`config.mk`:
```
export PLATFORM = sky130hd
export DESIGN_NAME = hazard_scoreboard
export DESIGN_NICKNAME = d
export VERILOG_FILES = /design/src/rtl/musa_pipe_pkg.sv /design/src/rtl/sb_slot_match.sv /design/src/rtl/hazard_scoreboard.sv
export SDC_FILE = /design/constraint.sdc
export NUM_CORES = 1
export LEC_CHECK = 0
export CORE_ASPECT_RATIO = 0.7
export CORE_MARGIN = 1.5
export CORE_UTILIZATION = 39
export CTS_CLUSTER_SIZE = 14
export DETAILED_ROUTE_END_ITERATION = 8
export PLACE_DENSITY = 0.8
export SETUP_SLACK_MARGIN = 0.5
export SLEW_MARGIN = 20
export SYNTH_ARGS = -nofsm -noshare
export SYNTH_HDL_FRONTEND = slang
export SYNTH_SLANG_ARGS = --single-unit
```
`constraint.sdc`:
```
create_clock -name clk -period 1.8 [get_ports clk]
set_clock_uncertainty 0.1 [all_clocks]
set_input_delay 0.45 -clock clk [delete_from_list [all_inputs] [get_ports clk]]
set_output_delay 0.45 -clock clk [all_outputs]
set_load 0.02 [all_outputs]
```
`src/rtl/musa_pipe_pkg.sv`:
```
// Shared types and constants for the ID-stage hazard scoreboard.
package musa_pipe_pkg;

    localparam int REG_W    = 5;
    localparam int NUM_REGS = 32;

    // One in-flight register write tracked between ID/EX and write-back.
    typedef struct packed {
        logic             valid;
        logic [REG_W-1:0] dest;
        logic             is_load;
    } hz_slot_t;

    // One-hot mask of the register a slot will write; r0 never shows as busy.
    function automatic logic [NUM_REGS-1:0] slot_dest_mask(input hz_slot_t s);
        logic [NUM_REGS-1:0] m;
        m = '0;
        if (s.valid && (s.dest != '0)) begin
            m[s.dest] = 1'b1;
        end else begin
            m = '0;
        end
        return m;
    endfunction

endpackage

```
`src/rtl/sb_slot_match.sv`:
```
// Compares one in-flight slot against the source registers of the ID instruction.
module sb_slot_match
    import musa_pipe_pkg::*;
(
    input  hz_slot_t         slot,
    input  logic [REG_W-1:0] rs,
    input  logic [REG_W-1:0] rt,
    input  logic             uses_rs,
    input  logic             uses_rt,
    output logic             match
);

    // A slot writing r0 can never create a dependency.
    always_comb begin
        match = 1'b0;
        if (slot.valid && (slot.dest != '0)) begin
            match = (uses_rs && (rs == slot.dest)) || (uses_rt && (rt == slot.dest));
        end else begin
            match = 1'b0;
        end
    end

endmodule

```
`src/rtl/hazard_scoreboard.sv`:
```
// ID-stage hazard scoreboard: tracks pending writes in EX/MEM/WB and stalls decode.
module hazard_scoreboard
    import musa_pipe_pkg::*;
#(
    parameter int DEPTH  = 3,
    parameter int FWD_EN = 1
) (
    input  logic                clk,
    input  logic                rst,
    input  logic                id_valid,
    input  logic [REG_W-1:0]    id_rs,
    input  logic [REG_W-1:0]    id_rt,
    input  logic                id_uses_rs,
    input  logic                id_uses_rt,
    input  logic                id_reg_write,
    input  logic [REG_W-1:0]    id_dest,
    input  logic                id_mem_read,
    input  logic                flush,
    output logic                stall,
    output logic                pc_write,
    output logic                ifid_write,
    output logic                bubble,
    output logic [NUM_REGS-1:0] busy_mask,
    output logic [15:0]         stall_cycles
);

    hz_slot_t           slot_q [DEPTH];
    hz_slot_t           slot_d [DEPTH];
    logic [DEPTH-1:0]   match_s;
    logic               hazard_s;
    logic               stall_s;
    logic               issue_s;
    logic [15:0]        cnt_q;
    logic [15:0]        cnt_d;

    genvar g;
    generate
        for (g = 0; g < DEPTH; g++) begin : g_match
            sb_slot_match u_match (
                .slot    (slot_q[g]),
                .rs      (id_rs),
                .rt      (id_rt),
                .uses_rs (id_uses_rs),
                .uses_rt (id_uses_rt),
                .match   (match_s[g])
            );
        end
    endgenerate

    // With forwarding only a load still in EX blocks; without it any pending write blocks.
    always_comb begin
        hazard_s = 1'b0;
        if (!id_valid) begin
            hazard_s = 1'b0;
        end else if (FWD_EN != 0) begin
            hazard_s = match_s[0] && slot_q[0].is_load;
        end else begin
            hazard_s = |match_s;
        end
        stall_s = hazard_s && !flush;
        issue_s = id_valid && !stall_s && !flush && id_reg_write && (id_dest != '0);
    end

    // Next slot contents: ID enters slot 0 only when it actually issues; older slots shift.
    always_comb begin
        for (int i = 0; i < DEPTH; i++) begin
            slot_d[i] = '0;
        end
        if (issue_s) begin
            slot_d[0] = '{valid: 1'b1, dest: id_dest, is_load: id_mem_read};
        end else begin
            slot_d[0] = '0;
        end
        for (int i = 1; i < DEPTH; i++) begin
            slot_d[i] = slot_q[i-1];
        end
    end

    // Stall-cycle counter saturates instead of wrapping.
    always_comb begin
        cnt_d = cnt_q;
        if (stall_s && (cnt_q != 16'hFFFF)) begin
            cnt_d = cnt_q + 16'd1;
        end else begin
            cnt_d = cnt_q;
        end
    end

    // Pending-write mask over every occupied slot.
    always_comb begin
        busy_mask = '0;
        for (int i = 0; i < DEPTH; i++) begin
            busy_mask = busy_mask | slot_dest_mask(slot_q[i]);
        end
    end

    // Pipeline control outputs follow the ID inputs with no added latency.
    always_comb begin
        stall        = stall_s;
        bubble       = stall_s || flush;
        pc_write     = !stall_s;
        ifid_write   = !stall_s;
        stall_cycles = cnt_q;
    end

    // State update; reset drops every pending write and clears the counter.
    always_ff @(posedge clk) begin
        if (rst) begin
            for (int i = 0; i < DEPTH; i++) begin
                slot_q[i] <= '0;
            end
            cnt_q <= 16'd0;
        end else begin
            for (int i = 0; i < DEPTH; i++) begin
                slot_q[i] <= slot_d[i];
            end
            cnt_q <= cnt_d;
        end
    end

endmodule

```
==> tab_implementation.tex, run 1 <==
\begin{tabular}{lr}
\hline
Metric & Value \\
\hline
\multicolumn{2}{l}{\textbf{Status}} \\
\quad Run status & finished with violations \\
\quad Violations in the final reports & setup timing \\
\multicolumn{2}{l}{\textbf{Pwr}} \\
\quad Reported net switching power & about 0.48 mW \\
\quad Combinational share of power & 14.2\% \\
\quad Leakage power & 2.384 nW \\
\quad Worst ir drop on vdd & between 0.7 and 0.8 mV \\
\quad Sequential cell fraction of total power & 41.0\% \\
\quad Power per cell area & 336.0 nW/um2 \\
\quad Cell Int Power & 1.384 mW \\
\quad Total power after layout & 1.865 mW \\
\quad Share of total power in the clock network & between 40\% and 50\% \\
\quad Net switching share of the total power & between 20\% and 30\% \\
\multicolumn{2}{l}{\textbf{Timing}} \\
\quad Headroom to the max-slew limit & a little over half \\
\quad Final setup TNS & -25.07 ns \\
\quad Slew at the pin with the worst max-slew slack & 0.6913 ns \\
\quad Pins over their slew limit & 0 \\
\quad Final setup margin & -0.6160 ns \\
\quad Maximum operating frequency & a little over 0.4 GHz \\
\quad Share of the clock period used by the worst path after layout & 134.2\% \\
\quad Final Critical Period & 2.416 ns \\
\quad Unrepaired setup endpoints after global routing & yes \\
\quad Final number of setup-violating endpoints & 58 \\
\quad Number of hold-slack violations in the final timing report & 0 \\
\multicolumn{2}{l}{\textbf{Clock tree}} \\
\quad Clock buffer count from CTS & 5 \\
\quad Number of buffers added to fix hold violations after cts & 0 \\
\quad Worst-skew pair later-pin latency & between 0.3 and 0.4 ns \\
\quad Clock sink total & 35 \\
\quad Maximum clock path buffer count & 2 \\
\quad Number of H-tree branching levels & 2 \\
\quad Clock tree from TritonCTS & built \\
\quad Clock transition at path regs & approximately 0.090 ns \\
\quad Cell chosen for the clock root & clkbuf\_8 \\
\multicolumn{2}{l}{\textbf{GRT}} \\
\quad Antenna violations before repair & 0 \\
\quad Largest net degree at the start of global routing & 17 \\
\quad GRT Util Overall & 35.86\% \\
\quad Wire length of the first global-routing pass & 19.09 mm \\
\quad Via count of the first global-routing pass & 3491 \\
\quad Leftover overflow at the end of global routing & 0 \\
\multicolumn{2}{l}{\textbf{Logic synthesis}} \\
\quad Average cell area after synthesis & 7.678 um2 \\
\quad Cell type contributing the most total cell area after synthesis & dfxtp\_1 \\
\quad Netlist Area Pre-Place & 2526 um2 \\
\quad Post-Synthesis Cells & 329 \\
\quad Sequential cell area fraction in the yosys report & 27.74\% \\
\quad Main area contributors after synthesis & dfxtp\_1, nand2\_1, nor2b\_1, a22oi\_1, mux2\_2 \\
\quad Number of flip-flops and latches in the synthesized netlist & 35 \\
\quad Number of nets produced by synthesis & roughly 350 \\
\quad Post-synth cell types & 51 \\
\quad Fraction of synthesized cell area taken by the top area cell type & approximately 28\% \\
\quad FFs w/ async S/R, synth & 0\% \\
\quad Primary FF master, synth & dfxtp\_1 \\
\quad Commonest cells in the netlist & nand2\_1, dfxtp\_1, nor2b\_1, nor2\_1, a22oi\_1 \\
\quad Most frequently used cell type in the post-synthesis netlist & nand2\_1 \\
\quad Syn. warnings & 0 \\
\quad Number of synthesized flops with an enable pin & 0 \\
\multicolumn{2}{l}{\textbf{Drt}} \\
\quad Post-detailed-route via-to-cell ratio & 6.762 \\
\quad Average detailed-routed wire length per instance & between 20 and 30 um \\
\quad Via total after detailed routing & 3922 \\
\quad Number of antenna-violating nets in the routed design & 0 \\
\quad Post-route DRC violation count & 0 \\
\quad Aggregate routed wire length & 15.49 mm \\
\quad Initial DRC Count & 491 \\
\quad TritonRoute pass-1 iters & 5 \\
\multicolumn{2}{l}{\textbf{Critical path}} \\
\quad Worst endpoint data arrival time & 2.56 ns \\
\quad Worst setup startpoint & id\_rs[3] \\
\quad Largest fanout on the critical path & 8 \\
\quad Setup CP Type & primary input to register \\
\quad CP startpoint kind & primary input \\
\quad Kind of end point of the critical path & register \\
\quad Worst EP required & 1.94 ns \\
\quad R2R Path Start & slot\_q[0][4] \\
\multicolumn{2}{l}{\textbf{Placed design}} \\
\quad Placer Congestion & 1.017 \\
\quad DP Wirelength & 7.421 mm \\
\quad Port-buffer cells & 73 \\
\quad Instance area at placement & around 4300 um2 \\
\multicolumn{2}{l}{\textbf{Cells and area}} \\
\quad Final non-filler cell area & 5550 um2 \\
\quad Inserted Diodes & 0 \\
\quad Area growth from synthesis to layout & 119.7\% \\
\quad Layout net count & around 530 \\
\quad Core Util, Final & 88.86\% \\
\quad Fraction of layout instances using a drive strength above 1 & 69.52\% \\
\multicolumn{2}{l}{\textbf{Worst hold path}} \\
\quad Class of the worst hold path & register to register \\
\quad Startpoint of the worst hold path & stall\_cycles[0] \\
\multicolumn{2}{l}{\textbf{Flow run}} \\
\quad Max-cap viol count & 0 \\
\multicolumn{2}{l}{\textbf{Floorplan}} \\
\quad Die outline area & about 7000 um2 \\
\quad Die height & 70.34 um \\
\quad Core region area & 6246 um2 \\
\quad Die Width & 99.20 um \\
\quad Number of core rows & 24 \\
\quad Initial core utilization & 40.44\% \\
\quad \# IOs & 75 \\
\hline
\end{tabular}
-- layout by cell type (no fill, tap or decap), types with 6 or more instances in the layout --
cell type        netlist  final
nand2_4                0      6
a221o_1                7      7
nor2b_1               27     25
nor2_2                 1      6
buf_6                  3     83
buf_4                  5     68
nor2_1                26     14
a22oi_2                0     12
inv_1                  7      6
a32oi_2                0      7
clkdlybuf4s50_1        0     10
dfxtp_4                0     18
dfxtp_2                0     14
buf_12                 0      9
nor2_4                 0      7
dlygate4sd2_1          0     12
nor4_4                 0      8
nand2_2                0     18
mux2_4                 0      9
nand2_1               51     26
-- area by class of cell --
type	count	area [um2]
Clock buffer	7	97.59
Clock inverter	1	30.03
Fill cell	217	695.7
Inverter	7	26.28
Multi-Input combinational cell	264	2577
Sequential cell	35	785.8
Tap cell	78	97.59
Timing Repair Buffer	188	1936
-- sequential cells by signal, indices dropped and copies added (netlist names) --
name and flops:
slot_q 19, stall_cycles 16
-- per-layer routing --
metal / vias to the layer above / track usage [%] / share of wire, %
met1: 1846 / 46.17 / 37
met2: 411 / 55.40 / 44
li1: 1538 / - / -
met4: 0 / 17.37 / 7.6
met3: 127 / 10.01 / 12
met5: - / 0 / 0
-- power by group through the flow --
stage          clock [mW]  combinational, mW  sequential, mW
2_1_floorplan           0             0.0882           0.796
3_3_place_gp            0              0.185           0.801
3_5_place_dp            0              0.190           0.801
4_1_cts             0.818              0.213           0.772
5_1_grt             0.861              0.268           0.765
6_report            0.836              0.264           0.764
-- final timing paths --
| kind | endpoint | slack [ns] | cells after the start |
|---|---|---|---|
| max | stall_cycles[8] | -0.62 | 9 |
| min | stall_cycles[0] | 0.45 | 2 |
| max reg2reg | stall_cycles[8] | -0.60 | 8 |
| min reg2reg | stall_cycles[0] | 0.45 | 2 |
-- through the flow --
step                      std cells  setup WS, ns  hold WS [ns]
after floorplan                 329       -0.1394        0.3679
after global placement          535       -0.9147        0.3867
after detailed placement        535       -0.9714        0.4002
after CTS                       565       -0.5119        0.4412
after global routing            580       -0.6419        0.4526
final                           580       -0.6160        0.4484
-- what timing repair did --
action	CTS	global route
gates resized for setup	409	75
endpoints found under the setup margin	74	84
buffers inserted	20	15
gates cloned	2	0
pin swaps	50	44
-- cells by family (layout without fill, tap and decap cells) --
logic type	after synthesis	count (layout)	synth area share, %
AND/OR/NAND/NOR	181	181	38.19
other	1	1	0.1484
XOR/XNOR	10	10	3.467
flip-flops	35	35	27.74
multiplexers	9	9	4.012
buffers and inverters	30	203	6.241
AO/OA/AOI/OAI	62	62	19.71
adder cells (fa/ha/maj)	1	1	0.4952
-- worst max-delay path, cell delays in order --
cell and delay [ns]:
dlygate4sd2_1 0.25, xnor2_1 0.25, nand4_1 0.21, buf_4 0.19, o22a_4 0.29, buf_12 0.17, buf_8 0.13, or4_4 0.53
nand2_2 0.08
No activity file was read; power rests on OpenSTA's default activity.
==> inputs of run 2 (changes only) <==
--- a/config.mk
+++ b/config.mk
@@ -10,6 +10,7 @@
 export CORE_UTILIZATION = 39
 export CTS_CLUSTER_SIZE = 14
 export DETAILED_ROUTE_END_ITERATION = 8
+export GPL_TIMING_DRIVEN = 0
 export PLACE_DENSITY = 0.8
 export SETUP_SLACK_MARGIN = 0.5
 export SLEW_MARGIN = 20
==> tab_implementation.tex, run 2 (same netlist as run 1, synthesis figures left out) <==
\begin{tabular}{lr}
\hline
Metric & Value \\
\hline
\multicolumn{2}{l}{\textbf{Status}} \\
\quad Run status & finished with violations \\
\quad Violations in the final reports & setup timing \\
\multicolumn{2}{l}{\textbf{Timing}} \\
\quad Unrepaired setup endpoints after global routing & yes \\
\quad Slew at the pin with the worst max-slew slack & 0.7587 ns \\
\quad Headroom to the max-slew limit & between 40\% and 50\% \\
\quad Share of the clock period used by the worst path after layout & 133.3\% \\
\quad Number of hold-slack violations in the final timing report & 0 \\
\quad Final setup TNS & -23.90 ns \\
\quad Pins over their slew limit & 0 \\
\quad Maximum operating frequency & 0.4169 GHz \\
\quad Final number of setup-violating endpoints & 58 \\
\quad Final Critical Period & approximately 2.4 ns \\
\quad Final setup margin & -0.5987 ns \\
\multicolumn{2}{l}{\textbf{Clock tree}} \\
\quad Number of buffers added to fix hold violations after cts & 0 \\
\quad Worst-skew pair later-pin latency & 0.32 ns \\
\quad Clock transition at path regs & around 0.1 ns \\
\quad Maximum clock path buffer count & 2 \\
\quad Number of H-tree branching levels & 2 \\
\quad Clock tree from TritonCTS & built \\
\quad Clock sink total & 35 \\
\quad Clock buffer count from CTS & 5 \\
\quad Cell chosen for the clock root & clkbuf\_8 \\
\multicolumn{2}{l}{\textbf{Worst hold path}} \\
\quad Startpoint of the worst hold path & slot\_q[0][8] \\
\quad Number of cells traversed by the worst hold path & 1 \\
\quad Class of the worst hold path & register to register \\
\multicolumn{2}{l}{\textbf{Drt}} \\
\quad Highest signal layer in the routed design & met4 \\
\quad Initial DRC Count & 517 \\
\quad Post-detailed-route via-to-cell ratio & roughly 6.7 \\
\quad TritonRoute pass-1 iters & 6 \\
\quad Average detailed-routed wire length per instance & around 27 um \\
\quad Met3 wirelength from detailed routing & $\sim$1.8 mm \\
\quad Aggregate routed wire length & 15.51 mm \\
\quad Met1 layer wirelength in the final routing & around 6.0 mm \\
\quad Met2 routed wirelength & 6.768 mm \\
\quad Number of antenna-violating nets in the routed design & 0 \\
\quad Post-route DRC violation count & 0 \\
\quad Via total after detailed routing & 3824 \\
\multicolumn{2}{l}{\textbf{Placed design}} \\
\quad Post-place setup slack & -1.161 ns \\
\quad Port-buffer cells & 73 \\
\quad Placer Congestion & a little over 0.9 \\
\quad DP Wirelength & 6.693 mm \\
\multicolumn{2}{l}{\textbf{Cells and area}} \\
\quad Number of filler cells placed in the layout & 228 \\
\quad Layout net count & 515 \\
\quad Fraction of layout instances using a drive strength above 1 & 67.89\% \\
\quad Highest-count cells in the layout ignoring fill and taps & buf\_6, buf\_4, nand2\_1 \\
\quad Max FFs per register & 19 \\
\quad Most frequent standard cell in the layout excluding fill and tap cells & buf\_6 \\
\quad Inserted Diodes & 0 \\
\quad Area growth from synthesis to layout & 119.4\% \\
\quad Reg with most FFs & slot\_q \\
\multicolumn{2}{l}{\textbf{Floorplan}} \\
\quad Die outline area & 6977 um2 \\
\quad Initial core utilization & a little over 40\% \\
\quad Core region area & 6246 um2 \\
\quad Die height & 70.34 um \\
\quad Number of core rows & 24 \\
\quad Die Width & 99.20 um \\
\quad \# IOs & 75 \\
\multicolumn{2}{l}{\textbf{GRT}} \\
\quad Antenna violations before repair & 0 \\
\quad Largest net degree at the start of global routing & 13 \\
\quad Via count of the first global-routing pass & 3468 \\
\quad Leftover overflow at the end of global routing & 0 \\
\quad Wire length of the first global-routing pass & $\sim$19 mm \\
\quad GRT Util Overall & 35.08\% \\
\multicolumn{2}{l}{\textbf{Critical path}} \\
\quad Worst endpoint data arrival time & $\sim$1.9 ns \\
\quad Setup CP Type & register to output port \\
\quad End point of the critical path & busy\_mask[28] \\
\quad Worst EP required & 1.25 ns \\
\quad Worst reg2reg path endpoint & stall\_cycles[7] \\
\quad CP startpoint kind & register \\
\quad Kind of end point of the critical path & output port \\
\quad Critical path, cell by cell & buf\_8 > nor3\_4 > or4b\_4 > nor2b\_1 > a221o\_1 > buf\_6 \\
\quad Worst-case reg-to-reg path depth & 8 \\
\quad Worst setup startpoint & slot\_q[0][17] \\
\quad Slowest CP cell & or4b\_4 \\
\quad Reg-to-reg slack, setup & -0.51 ns \\
\quad Largest fanout on the critical path & 6 \\
\quad Highest cell delay on the worst timing path & a little under 0.6 ns \\
\quad R2R Path Start & slot\_q[0][2] \\
\multicolumn{2}{l}{\textbf{Flow run}} \\
\quad Max-cap viol count & 0 \\
\multicolumn{2}{l}{\textbf{Pwr}} \\
\quad Share of total power in the clock network & around 46\% \\
\quad Worst ir drop on vdd & 0.3380 mV \\
\quad Net switching share of the total power & 27.83\% \\
\quad Sequential cell fraction of total power & between 30\% and 40\% \\
\quad Leakage power & about 2.3 nW \\
\quad Cell Int Power & roughly 1.4 mW \\
\quad Combinational share of power & 14.2\% \\
\quad Power per cell area & roughly 350 nW/um2 \\
\quad Reported net switching power & 0.5349 mW \\
\hline
\end{tabular}
[run 2: changes by cell type in the layout (fill, tap and decap cells not counted), sizes merged]
cell	change
buf	-18
clkbuf	+7
clkdlybuf4s50	-1
clkinvlp	+1
dlygate4sd2	+1
[run 2: critical path: cells and delay by family, from the launching register on]
kind                   cells  cell delay (ns)
AOI/OAI and AO/OA          1             0.16
DFF                        1             0.35
and+or+nand+nor            3             0.79
buffers and inverters      2             0.22
[run 2: worst min path at each step]
stage               endpoint
4_1_cts        slot_q[0][15]
5_1_grt        slot_q[0][15]
3_5_place_dp   slot_q[0][17]
3_3_place_gp   slot_q[0][17]
2_1_floorplan  slot_q[0][17]
6_report       slot_q[0][15]
[run 2: final cells by class]
type,count,area (um2),area share [%]
clock buffer,6,93.84,1.693
multi-input combinational,264,2572,46.41
clock inverter,2,37.54,0.6772
buffer,23,287.8,5.192
tap,78,97.59,1.761
inverter,7,26.28,0.4740
timing repair buffer,155,1639,29.57
sequential,35,788.3,14.22
[run 2: layer usage]
layer	vias to the layer above	track usage (%)
li1	1512	-
met1	1829	48.01
met2	364	53.79
met3	119	8.108
met4	0	13.15
met5	-	0
[run 2: timing repair]
action,4_1_cts,5_1_grt
endpoints found under the hold margin,0,0
setup buffers,53,25
gates cloned,3,1
resized for setup,450,73
pin swaps,45,69
endpoints found under the setup margin,86,78
[run 2: power groups by stage]
stage	Sequential [mW]	Clock [mW]	Combinational (mW)
after global placement	0.797	0	0.167
after global routing	0.758	0.909	0.281
after detailed placement	0.797	0	0.171
after floorplan	0.796	0	0.0882
final	0.758	0.891	0.273
after CTS	0.761	0.824	0.228
[run 2: metrics by stage]
stage               hold WS (ns)  cells  cell area [um2]  total power [mW]  utilization (%)
global route              0.4221    570             5543             1.948            88.74
global placement          0.3748    480             3874            0.9643            62.02
floorplan                 0.3679    329             3045            0.8840                -
CTS                       0.4055    544             5027             1.813            80.49
detailed placement        0.3785    480             3874            0.9680            62.02
finish                    0.4075    570             5543             1.922            88.74
==> inputs of run 3 (changes only) <==
--- a/config.mk
+++ b/config.mk
@@ -8,6 +8,7 @@
 export CORE_ASPECT_RATIO = 0.7
 export CORE_MARGIN = 1.5
 export CORE_UTILIZATION = 39
+export CTS_BUF_LIST = sky130_fd_sc_hd__clkbuf_16
 export CTS_CLUSTER_SIZE = 14
 export DETAILED_ROUTE_END_ITERATION = 8
 export GPL_TIMING_DRIVEN = 0
==> tab_implementation.tex, run 3 (same netlist as run 1, synthesis figures left out) <==
\begin{tabular}{lr}
\hline
Metric & Value \\
\hline
\multicolumn{2}{l}{\textbf{Critical path}} \\
\quad Worst endpoint data arrival time & 1.91 ns \\
\quad Setup CP Type & register to output port \\
\quad Kind of end point of the critical path & output port \\
\quad Highest cell delay on the worst timing path & 0.58 ns \\
\quad CP most frequent cell & buf\_6 \\
\quad End point of the critical path & busy\_mask[12] \\
\quad Worst reg2reg path endpoint & stall\_cycles[0] \\
\quad R2R Path Start & slot\_q[0][3] \\
\quad Worst-case reg-to-reg path depth & 8 \\
\quad Worst EP required & 1.25 ns \\
\quad CP startpoint kind & register \\
\quad Worst setup startpoint & slot\_q[0][17] \\
\quad Largest fanout on the critical path & 5 \\
\quad Bufs and invs on worst path & 3 \\
\quad Reg-to-reg slack, setup & -0.51 ns \\
\quad CP Depth & 6 \\
\quad Critical path, cell by cell & buf\_8 > nor3\_4 > or4b\_4 > buf\_6 > o21ai\_2 > buf\_6 \\
\quad Slowest CP cell & or4b\_4 \\
\quad Cell family contributing the most delay on the critical path & simple AND/OR/NAND/NOR gates \\
\multicolumn{2}{l}{\textbf{Pwr}} \\
\quad Share of total power in the clock network & about 52\% \\
\quad Net switching share of the total power & a little under a quarter \\
\quad Power per cell area & 388.4 nW/um2 \\
\quad Worst ir drop on vdd & 0.5702 mV \\
\quad Sequential cell fraction of total power & 35.5\% \\
\quad Total power after layout & 2.141 mW \\
\quad Leakage power & approximately 2.3 nW \\
\quad Combinational share of power & 12.6\% \\
\quad Cell Int Power & 1.631 mW \\
\quad Reported net switching power & 0.5106 mW \\
\multicolumn{2}{l}{\textbf{Floorplan}} \\
\quad Die Width & 99.20 um \\
\quad Die outline area & 6977 um2 \\
\quad Number of core rows & 24 \\
\quad Initial core utilization & 40.44\% \\
\quad Core region area & 6246 um2 \\
\quad \# IOs & 75 \\
\quad Die height & 70.34 um \\
\multicolumn{2}{l}{\textbf{Drt}} \\
\quad Number of antenna-violating nets in the routed design & 0 \\
\quad Initial DRC Count & 451 \\
\quad Via total after detailed routing & 3816 \\
\quad Post-detailed-route via-to-cell ratio & roughly 6.7 \\
\quad Average detailed-routed wire length per instance & 26.16 um \\
\quad Aggregate routed wire length & 14.99 mm \\
\quad TritonRoute pass-1 iters & 6 \\
\quad Post-route DRC violation count & 0 \\
\multicolumn{2}{l}{\textbf{Timing}} \\
\quad Maximum operating frequency & 0.4070 GHz \\
\quad Slew at the pin with the worst max-slew slack & approximately 0.77 ns \\
\quad Headroom to the max-slew limit & 48.24\% \\
\quad Final Critical Period & between 2 and 2.5 ns \\
\quad Final setup TNS & -25.97 ns \\
\quad Pins over their slew limit & 0 \\
\quad Number of hold-slack violations in the final timing report & 0 \\
\quad Final number of setup-violating endpoints & 58 \\
\quad Final setup margin & -0.6573 ns \\
\quad Share of the clock period used by the worst path after layout & 136.5\% \\
\quad Unrepaired setup endpoints after global routing & yes \\
\multicolumn{2}{l}{\textbf{Clock tree}} \\
\quad Clock buffer count from CTS & 5 \\
\quad Cell chosen for the clock root & clkbuf\_16 \\
\quad Maximum clock path buffer count & 2 \\
\quad Clock tree from TritonCTS & built \\
\quad Clock transition at path regs & about 0.060 ns \\
\quad Number of H-tree branching levels & 2 \\
\quad Worst-skew pair later-pin latency & 0.29 ns \\
\quad Clock sink total & 35 \\
\multicolumn{2}{l}{\textbf{Cells and area}} \\
\quad Reg with most FFs & slot\_q \\
\quad Number of filler cells placed in the layout & 244 \\
\quad Core Util, Final & around nine tenths \\
\quad Highest-count cells in the layout ignoring fill and taps & buf\_6, buf\_4, nand2\_1 \\
\quad Inserted Diodes & 0 \\
\quad Area growth from synthesis to layout & 118.3\% \\
\quad Max FFs per register & 19 \\
\quad Most frequent standard cell in the layout excluding fill and tap cells & buf\_6 \\
\quad Fraction of layout instances using a drive strength above 1 & 67.07\% \\
\quad Layout net count & 518 \\
\multicolumn{2}{l}{\textbf{GRT}} \\
\quad GRT Util Overall & between 30\% and 40\% \\
\quad Leftover overflow at the end of global routing & 0 \\
\quad Via count of the first global-routing pass & around 3400 \\
\quad Largest net degree at the start of global routing & 13 \\
\quad Antenna violations before repair & 0 \\
\quad Wire length of the first global-routing pass & approximately 18 mm \\
\multicolumn{2}{l}{\textbf{Status}} \\
\quad Run status & finished with violations \\
\quad Violations in the final reports & setup timing \\
\multicolumn{2}{l}{\textbf{Placed design}} \\
\quad Port-buffer cells & 73 \\
\quad Placer Congestion & approximately 0.93 \\
\quad Post-place setup slack & -1.161 ns \\
\quad DP Wirelength & 6.693 mm \\
\multicolumn{2}{l}{\textbf{Flow run}} \\
\quad Max-cap viol count & 0 \\
\multicolumn{2}{l}{\textbf{Worst hold path}} \\
\quad Class of the worst hold path & register to register \\
\quad Number of cells traversed by the worst hold path & 1 \\
\hline
\end{tabular}
==> run 3: cell types whose count changed in the layout (fill, tap and decap cells not counted), moves of 2 or more <==
| cell | previous run | this run |
|---|---|---|
| dfxtp_2 | 10 | 12 |
| buf_6 | 100 | 91 |
| a21oi_2 | 4 | 2 |
| nor2_2 | 3 | 5 |
| clkbuf_8 | 8 | 5 |
| a22oi_1 | 3 | 5 |
| buf_4 | 34 | 47 |
| dfxtp_4 | 20 | 18 |
| nand2_4 | 4 | 6 |
| a21oi_1 | 1 | 3 |
| a22oi_2 | 11 | 9 |
| clkbuf_16 | 3 | 7 |
==> run 3: worst min path at each step <==
stage | endpoint | slack [ns] | startpoint
after CTS | slot_q[0][15] | 0.40 | slot_q[0][8]
final | slot_q[0][15] | 0.42 | slot_q[0][8]
after global placement | slot_q[0][17] | 0.37 | slot_q[0][10]
after global routing | slot_q[0][15] | 0.43 | slot_q[0][8]
after floorplan | slot_q[0][17] | 0.37 | slot_q[0][10]
after detailed placement | slot_q[0][17] | 0.38 | slot_q[0][10]
==> run 3: stage by stage <==
stage	instances	hold WS [ns]	cell area, um2
final	573	0.4170	5514
after detailed placement	480	0.3785	3874
after CTS	540	0.4026	5031
after global routing	573	0.4287	5514
after global placement	480	0.3748	3874
after floorplan	329	0.3679	3045
==> run 3: timing repair <==
action	4_1_cts	5_1_grt
gates resized for setup	454	50
cloned	2	0
hold endpoints to repair	0	0
pin swaps	48	45
buffers inserted	50	33
endpoints found under the setup margin	86	76
hold buffers	0	0
==> run 3: final cells by class <==
| class | instances | area [um2] | share of cell area (%) |
|---|---|---|---|
| Clock inverter | 2 | 37.54 | 0.6807 |
| Timing Repair Buffer | 158 | 1600 | 29.02 |
| Clock buffer | 6 | 150.1 | 2.723 |
| Tap cell | 78 | 97.59 | 1.770 |
| Buffer | 23 | 289.0 | 5.242 |
| Sequential cell | 35 | 783.3 | 14.20 |
| Multi-Input combinational cell | 264 | 2530 | 45.88 |
| Inverter | 7 | 26.28 | 0.4765 |
==> run 3: per-layer routing <==
layer | wire, um | global-route usage, %
met1 | 5513 | 44.58
met2 | 6677 | 53.79
met3 | 1889 | 7.007
met4 | 908 | 12.05
met5 | 0 | 0
==> run 3: power by group through the flow <==
| stage | combinational [mW] | sequential, mW | clock (mW) |
|---|---|---|---|
| 2_1_floorplan | 0.0882 | 0.796 | 0 |
| 4_1_cts | 0.226 | 0.763 | 1.09 |
| 6_report | 0.270 | 0.761 | 1.11 |
| 3_3_place_gp | 0.167 | 0.797 | 0 |
| 5_1_grt | 0.277 | 0.761 | 1.14 |
| 3_5_place_dp | 0.171 | 0.797 | 0 |
